## config.mk

```make
export PLATFORM = sky130hd
export DESIGN_NAME = cmd_sequencer
export DESIGN_NICKNAME = d
export VERILOG_FILES = /design/src/rtl/cmd_seq_pkg.sv /design/src/rtl/cmd_fifo.sv /design/src/rtl/cmd_sequencer.sv
export SDC_FILE = /design/constraint.sdc
export NUM_CORES = 1
export LEC_CHECK = 0
export ABC_AREA = 1
export CORE_ASPECT_RATIO = 0.8
export CORE_MARGIN = 5
export CORE_UTILIZATION = 47
export DETAILED_ROUTE_END_ITERATION = 10
export PLACE_DENSITY = 0.67
export SLEW_MARGIN = 10
export SYNTH_ARGS = -nofsm -noshare
export SYNTH_HDL_FRONTEND = slang
export SYNTH_SLANG_ARGS = --single-unit
```

## constraint.sdc

```tcl
create_clock -name clk -period 7 [get_ports clk]
set_input_delay 0.7 -clock clk [delete_from_list [all_inputs] [get_ports clk]]
set_output_delay 0.7 -clock clk [all_outputs]
set_load 0.02 [all_outputs]
```

## src/rtl/cmd_seq_pkg.sv

```systemverilog
// cmd_seq_pkg: shared types and constants for the command sequencer.
//   seq_state_t : sequencer FSM states
//   RESP_ACK    : response byte that retires a command successfully
//   RESP_NACK   : canonical negative response (any non-ACK byte is a NACK)
package cmd_seq_pkg;

    typedef enum logic [1:0] {
        IDLE,
        SEND,
        WAIT_SNT,
        WAIT_RESP
    } seq_state_t;

    localparam logic [7:0] RESP_ACK  = 8'hA5;
    localparam logic [7:0] RESP_NACK = 8'h5A;
    localparam int         CMD_W     = 16;

endpackage

```

## src/rtl/cmd_fifo.sv

```systemverilog
// cmd_fifo: synchronous DEPTH x W command FIFO.
//   clk, rst    : clock, async active-high reset
//   push_i      : write din_i (dropped when full, raising overflow_o)
//   din_i       : data to write
//   pop_i       : retire the head entry (ignored when empty)
//   head_o      : current head entry
//   full_o      : registered, DEPTH entries held
//   empty_o     : registered, no entries held
//   overflow_o  : registered one-cycle pulse for a dropped push
module cmd_fifo #(
    parameter int DEPTH = 4,
    parameter int W     = 16
) (
    input  logic         clk,
    input  logic         rst,
    input  logic         push_i,
    input  logic [W-1:0] din_i,
    input  logic         pop_i,
    output logic [W-1:0] head_o,
    output logic         full_o,
    output logic         empty_o,
    output logic         overflow_o
);

    localparam int AW = (DEPTH > 1) ? $clog2(DEPTH) : 1;

    logic [W-1:0]  mem_q [DEPTH];
    logic [AW-1:0] wr_ptr_q, rd_ptr_q;
    logic [AW:0]   cnt_q, cnt_d;
    logic          full_q, empty_q, ovf_q;
    logic          push_ok, pop_ok;

    // A push into a full FIFO is dropped even if a pop frees a slot this cycle.
    assign push_ok = push_i && !full_q;
    assign pop_ok  = pop_i && !empty_q;
    assign cnt_d   = cnt_q + {{AW{1'b0}}, push_ok} - {{AW{1'b0}}, pop_ok};

    always_ff @(posedge clk or posedge rst) begin
        if (rst) begin
            wr_ptr_q <= '0;
            rd_ptr_q <= '0;
            cnt_q    <= '0;
            full_q   <= 1'b0;
            empty_q  <= 1'b1;
            ovf_q    <= 1'b0;
        end else begin
            // DEPTH is a power of two, so pointers wrap naturally.
            if (push_ok) wr_ptr_q <= wr_ptr_q + AW'(1);
            if (pop_ok)  rd_ptr_q <= rd_ptr_q + AW'(1);
            cnt_q   <= cnt_d;
            full_q  <= (cnt_d == (AW+1)'(DEPTH));
            empty_q <= (cnt_d == '0);
            ovf_q   <= push_i && full_q;
        end
    end

    always_ff @(posedge clk) begin
        if (push_ok) mem_q[wr_ptr_q] <= din_i;
    end

    assign head_o     = mem_q[rd_ptr_q];
    assign full_o     = full_q;
    assign empty_o    = empty_q;
    assign overflow_o = ovf_q;

endmodule

```

## src/rtl/cmd_sequencer.sv

```systemverilog
// cmd_sequencer: queues 16-bit commands and issues them one at a time to
// RemoteComm, waiting for a one-byte response and retrying on NACK/timeout.
//   clk, rst                 : clock, async active-high reset
//   push, push_cmd           : enqueue request
//   full, empty, overflow    : FIFO status (overflow = dropped push pulse)
//   snd_cmd, cmd             : send pulse and command to RemoteComm
//   cmd_snt                  : RemoteComm finished transmitting
//   resp_rx_rdy/_data        : response byte from UART_wrapper
//   resp_clr_rx_rdy          : consumes the response byte
//   busy, done, ok           : FSM active; command retired with status
//   stray                    : response byte arrived outside WAIT_RESP
module cmd_sequencer
    import cmd_seq_pkg::*;
#(
    parameter int DEPTH       = 4,
    parameter int TIMEOUT_CYC = 1_000_000,
    parameter int MAX_RETRY   = 2
) (
    input  logic             clk,
    input  logic             rst,
    input  logic             push,
    input  logic [CMD_W-1:0] push_cmd,
    output logic             full,
    output logic             empty,
    output logic             overflow,
    output logic             snd_cmd,
    output logic [CMD_W-1:0] cmd,
    input  logic             cmd_snt,
    input  logic             resp_rx_rdy,
    input  logic [7:0]       resp_rx_data,
    output logic             resp_clr_rx_rdy,
    output logic             busy,
    output logic             done,
    output logic             ok,
    output logic             stray
);

    localparam int TW = (TIMEOUT_CYC > 1) ? $clog2(TIMEOUT_CYC) : 1;
    localparam int RW = (MAX_RETRY > 0) ? $clog2(MAX_RETRY + 1) : 1;
    localparam logic [TW-1:0] TMO_LAST = TW'(TIMEOUT_CYC - 1);

    seq_state_t       state_q, state_d;
    logic [TW-1:0]    timer_q, timer_d;
    logic [RW-1:0]    retry_q, retry_d;
    logic [CMD_W-1:0] cmd_q, cmd_d;
    logic             rx_q, tmo_q;
    logic [7:0]       rx_data_q;
    logic             snd_q, clr_q, done_q, ok_q, stray_q, busy_q;
    logic             snd_d, done_d, ok_d, stray_d;
    logic             pop, rx_cap;
    logic [CMD_W-1:0] head;

    cmd_fifo #(.DEPTH(DEPTH), .W(CMD_W)) u_fifo (
        .clk        (clk),
        .rst        (rst),
        .push_i     (push),
        .din_i      (push_cmd),
        .pop_i      (pop),
        .head_o     (head),
        .full_o     (full),
        .empty_o    (empty),
        .overflow_o (overflow)
    );

    // Response and timeout events pass through one register stage so both
    // are judged together; a byte already being consumed is not re-captured
    // while the UART still holds rdy high.
    assign rx_cap = resp_rx_rdy && !rx_q && !clr_q;

    always_ff @(posedge clk or posedge rst) begin
        if (rst) begin
            rx_q      <= 1'b0;
            rx_data_q <= '0;
            tmo_q     <= 1'b0;
        end else begin
            rx_q  <= rx_cap;
            if (rx_cap) rx_data_q <= resp_rx_data;
            tmo_q <= (state_q == WAIT_RESP) && (timer_q == TMO_LAST) && !tmo_q;
        end
    end

    always_comb begin
        state_d = state_q;
        timer_d = timer_q;
        retry_d = retry_q;
        cmd_d   = cmd_q;
        pop     = 1'b0;
        snd_d   = 1'b0;
        done_d  = 1'b0;
        ok_d    = 1'b0;
        stray_d = rx_q && (state_q != WAIT_RESP);
        case (state_q)
            IDLE: begin
                if (!empty) begin
                    state_d = SEND;
                    retry_d = '0;
                    cmd_d   = head;
                end
            end
            SEND: begin
                snd_d   = 1'b1;
                state_d = WAIT_SNT;
            end
            WAIT_SNT: begin
                if (cmd_snt) begin
                    timer_d = '0;
                    state_d = WAIT_RESP;
                end
            end
            WAIT_RESP: begin
                if (timer_q != '1) timer_d = timer_q + TW'(1);
                // A response byte takes priority over a coincident timeout.
                if (rx_q && (rx_data_q == RESP_ACK)) begin
                    pop     = 1'b1;
                    done_d  = 1'b1;
                    ok_d    = 1'b1;
                    state_d = IDLE;
                end else if (rx_q || tmo_q) begin
                    if (retry_q < RW'(MAX_RETRY)) begin
                        retry_d = retry_q + RW'(1);
                        state_d = SEND;
                    end else begin
                        pop     = 1'b1;
                        done_d  = 1'b1;
                        state_d = IDLE;
                    end
                end
            end
            default: state_d = IDLE;
        endcase
    end

    always_ff @(posedge clk or posedge rst) begin
        if (rst) begin
            state_q <= IDLE;
            timer_q <= '0;
            retry_q <= '0;
            cmd_q   <= '0;
            snd_q   <= 1'b0;
            clr_q   <= 1'b0;
            done_q  <= 1'b0;
            ok_q    <= 1'b0;
            stray_q <= 1'b0;
            busy_q  <= 1'b0;
        end else begin
            state_q <= state_d;
            timer_q <= timer_d;
            retry_q <= retry_d;
            cmd_q   <= cmd_d;
            snd_q   <= snd_d;
            clr_q   <= rx_q;
            done_q  <= done_d;
            ok_q    <= ok_d;
            stray_q <= stray_d;
            busy_q  <= (state_d != IDLE);
        end
    end

    assign snd_cmd         = snd_q;
    assign cmd             = cmd_q;
    assign resp_clr_rx_rdy = clr_q;
    assign done            = done_q;
    assign ok              = ok_q;
    assign stray           = stray_q;
    assign busy            = busy_q;

endmodule
```

==> flow_metrics.tcl <==
set metrics [dict create \
    clk_latency_ns 0.41 \
    cts_num_sinks 130 \
    crit_fanout 34 \
    endpoint_kind "flip-flop" \
    finalSetupViolCount 0 \
    layout_common_cells "nor2_1, nand2_1, dfrtp_1" \
    tightest_slew_ns 1.15 \
    antenna-diode-count 0 \
    drv_slew 0 \
    synthDistinctLibCells 32 \
    layout_commonest_cell "nor2_1" \
    timing.slew.headroom_pct 23.6 \
    synth_edf_count 64 \
    drive_above_1_share_pct 7.24 \
    cts.root.buffer_cell "clkbuf_16" \
    grt_max_degree 67 \
    critical_path_required_ns 7.27 \
    wl_met2_um 5460 \
    worstPathArrival_ns 2.79 \
    top_layer "met4" \
    drcViolationCount 0 \
    critPathLaunchType "flip-flop" \
    tritoncts "built" \
    clk_pin_slew_worst_paths_ns 0.05 \
    routed_wl_um 11500 \
    ys_ff_latch 130 \
    ys_seq_area_share_pct 62.6 \
    final_util_pct 57.9 \
    period_needed_ns 2.52 \
    dieArea_mm2 0.0145 \
    synth_nets 634 \
    grt_pass1_wl_um 19600 \
    via_count 4161 \
    postCtsHoldBufs 0 \
    synthArstFlopShare_pct 50.8 \
    portBuffers 53 \
    clock_skew_ns 0.00684 \
    met3_length_um 534 \
    leakage_uw 0.00281 \
    finalHoldViolCount 0 \
    avgSynthCellArea_um2 9.64 \
    synthCells 592 \
    numCtsBuffers 17 \
    syn_area_mm2 0.00571 \
    outcome "finished, final reports clean" \
    drtPass1Iterations 5 \
    powerDensity_mw_per_mm2 380 \
    cts.path.max_buffers 2 \
    max_freq_mhz 397 \
    io_pins 54 \
    track_usage_pct 17.2 \
    die_y_um 109 \
    holdPathStages 0 \
    cts.repair.resized 0 \
    ys_warn_count 0 \
    grt_overflow 0 \
    die_w_um 133 \
    post_drt_wl_per_cell_um 14.2 \
    antenna_found_initial 0 \
    wl_met1_um 5460 \
    dp_hpwl_um 7380 \
    max_cap_violations 0 \
    synth_flop_cell "dfrtp_1" \
    initial_utilization_pct 47.5 \
    post_cts_buffers 0 \
    core_mm2 0.0120 \
    multi_input_area_mm2 0.00184 \
    htreeDepth 4 \
    drt.antenna.violating_nets 0 \
    rsz0062_at_grt "no" \
    syn2layout_area_growth_pct 22.0 \
    via_per_inst 5.11 \
    drtIter0Drc 423 \
    row_count 36 \
    fin_nets 692 \
    gp_congestion 0.860 \
    first_global_vias 3998 \
    fin_tns_setup_ns 0 \
    fillCellCount 995 \
    ff2ff_path_depth 3 \
    path_class "flip-flop to flip-flop" \
    post-route-period-util_pct 36.0 \
    regArea_mm2 0.00357 \
    ir_drop_uv 233 \
    hp-class "flip-flop to flip-flop" \
]
==> report_power, final <==
| part | switching [uW] | internal [uW] |
|---|---|---|
| logic | 438 | 270 |
| registers | 103 | 979 |
| clock network | 324 | 533 |
==> synthesized netlist by cell type, types with 2 or more instances <==
cell type,n,area (um2)
nor2_1,123,462
nand2_1,120,450
dfrtp_1,65,1630
edfxtp_1,64,1920
o21ai_0,53,265
inv_1,52,195
nand3_1,19,95.1
a31oi_1,17,106
clkbuf_1,15,56.3
nand4_1,13,81.3
ha_1,12,150
xor2_1,5,43.8
buf_2,4,20.0
nor3_1,4,20.0
nor4_1,3,18.8
xnor2_1,3,26.3
a21oi_1,2,10.0
nor2_2,2,12.5
o21ai_1,2,10.0
or2_2,2,12.5
==> critical path, cell delays in order (launching register included) <==
cell	delay, ns
dfrtp_1	1.10
inv_1	0.76
o21ai_0	0.39
a31oi_1	0.13
==> cell families after synthesis <==
family          Yosys count  share of synthesized area (%)
compound gates           77                           7.28
xor+xnor                  8                           1.23
fa+ha+maj                13                           2.98
buf+inv                  74                           5.15
flops                   130                           62.6
simple gates            290                           20.8
==> final cells by class <==
| type | instances | area share [%] |
|---|---|---|
| sequential | 130 | 51.3 |
| timing repair buffer | 60 | 8.37 |
| tap | 152 | 2.73 |
| inverter | 53 | 2.86 |
| clock buffer | 19 | 6.36 |
| multi-input combinational | 388 | 26.5 |
| clock inverter | 13 | 1.94 |
==> per-stage QoR <==
step / hold slack [ns] / std cells / power, uW / worst slack [ns] / instance area (um2)
2_1_floorplan: 0.396 / 592 / 1550 / 4.65 / 5710
3_3_place_gp: 0.426 / 783 / 1790 / 4.44 / 6390
3_5_place_dp: 0.424 / 783 / 1810 / 4.39 / 6390
4_1_cts: 0.439 / 815 / 2670 / 4.46 / 6970
5_1_grt: 0.468 / 815 / 2810 / 4.23 / 6970
6_report: 0.446 / 815 / 2650 / 4.48 / 6970
==> worst paths after layout <==
| kind | start | end | slack [ns] |
|---|---|---|---|
| worst min register to register | rx_q$_DFF_PP0_ | resp_clr_rx_rdy$_DFF_PP0_ | 0.45 |
| worst min-delay path | rx_q$_DFF_PP0_ | resp_clr_rx_rdy$_DFF_PP0_ | 0.45 |
| worst max register to register | u_fifo.rd_ptr_q[0]$_DFFE_PP0P_ | cmd[2]$_DFFE_PP0P_ | 4.48 |
| max in group asynchronous | rst | timer_q[3]$_DFFE_PP0P_ | 5.58 |
| min in group asynchronous | rst | timer_q[16]$_DFFE_PP0P_ | 0.88 |
| worst max-delay path | u_fifo.rd_ptr_q[0]$_DFFE_PP0P_ | cmd[2]$_DFFE_PP0P_ | 4.48 |
==> state kept, by name (all words and copies together) (netlist names), 2 cells and up <==
register         count
cmd                 16
state_q              2
timer_q             20
u_fifo.wr_ptr_q      2
u_fifo.cnt_q         3
retry_q              2
u_fifo.rd_ptr_q      2
rx_data_q            8
u_fifo.mem_q        64
==> layer usage <==
| layer | GRT usage [%] | vias to the layer above |
|---|---|---|
| met2 | 27.2 | 95 |
| met3 | 4.70 | 13 |
| met4 | 5.43 | 0 |
| li1 | - | 2075 |
| met1 | 23.4 | 1978 |
| met5 | 0 | - |
No activity file was read; power rests on OpenSTA's default activity.
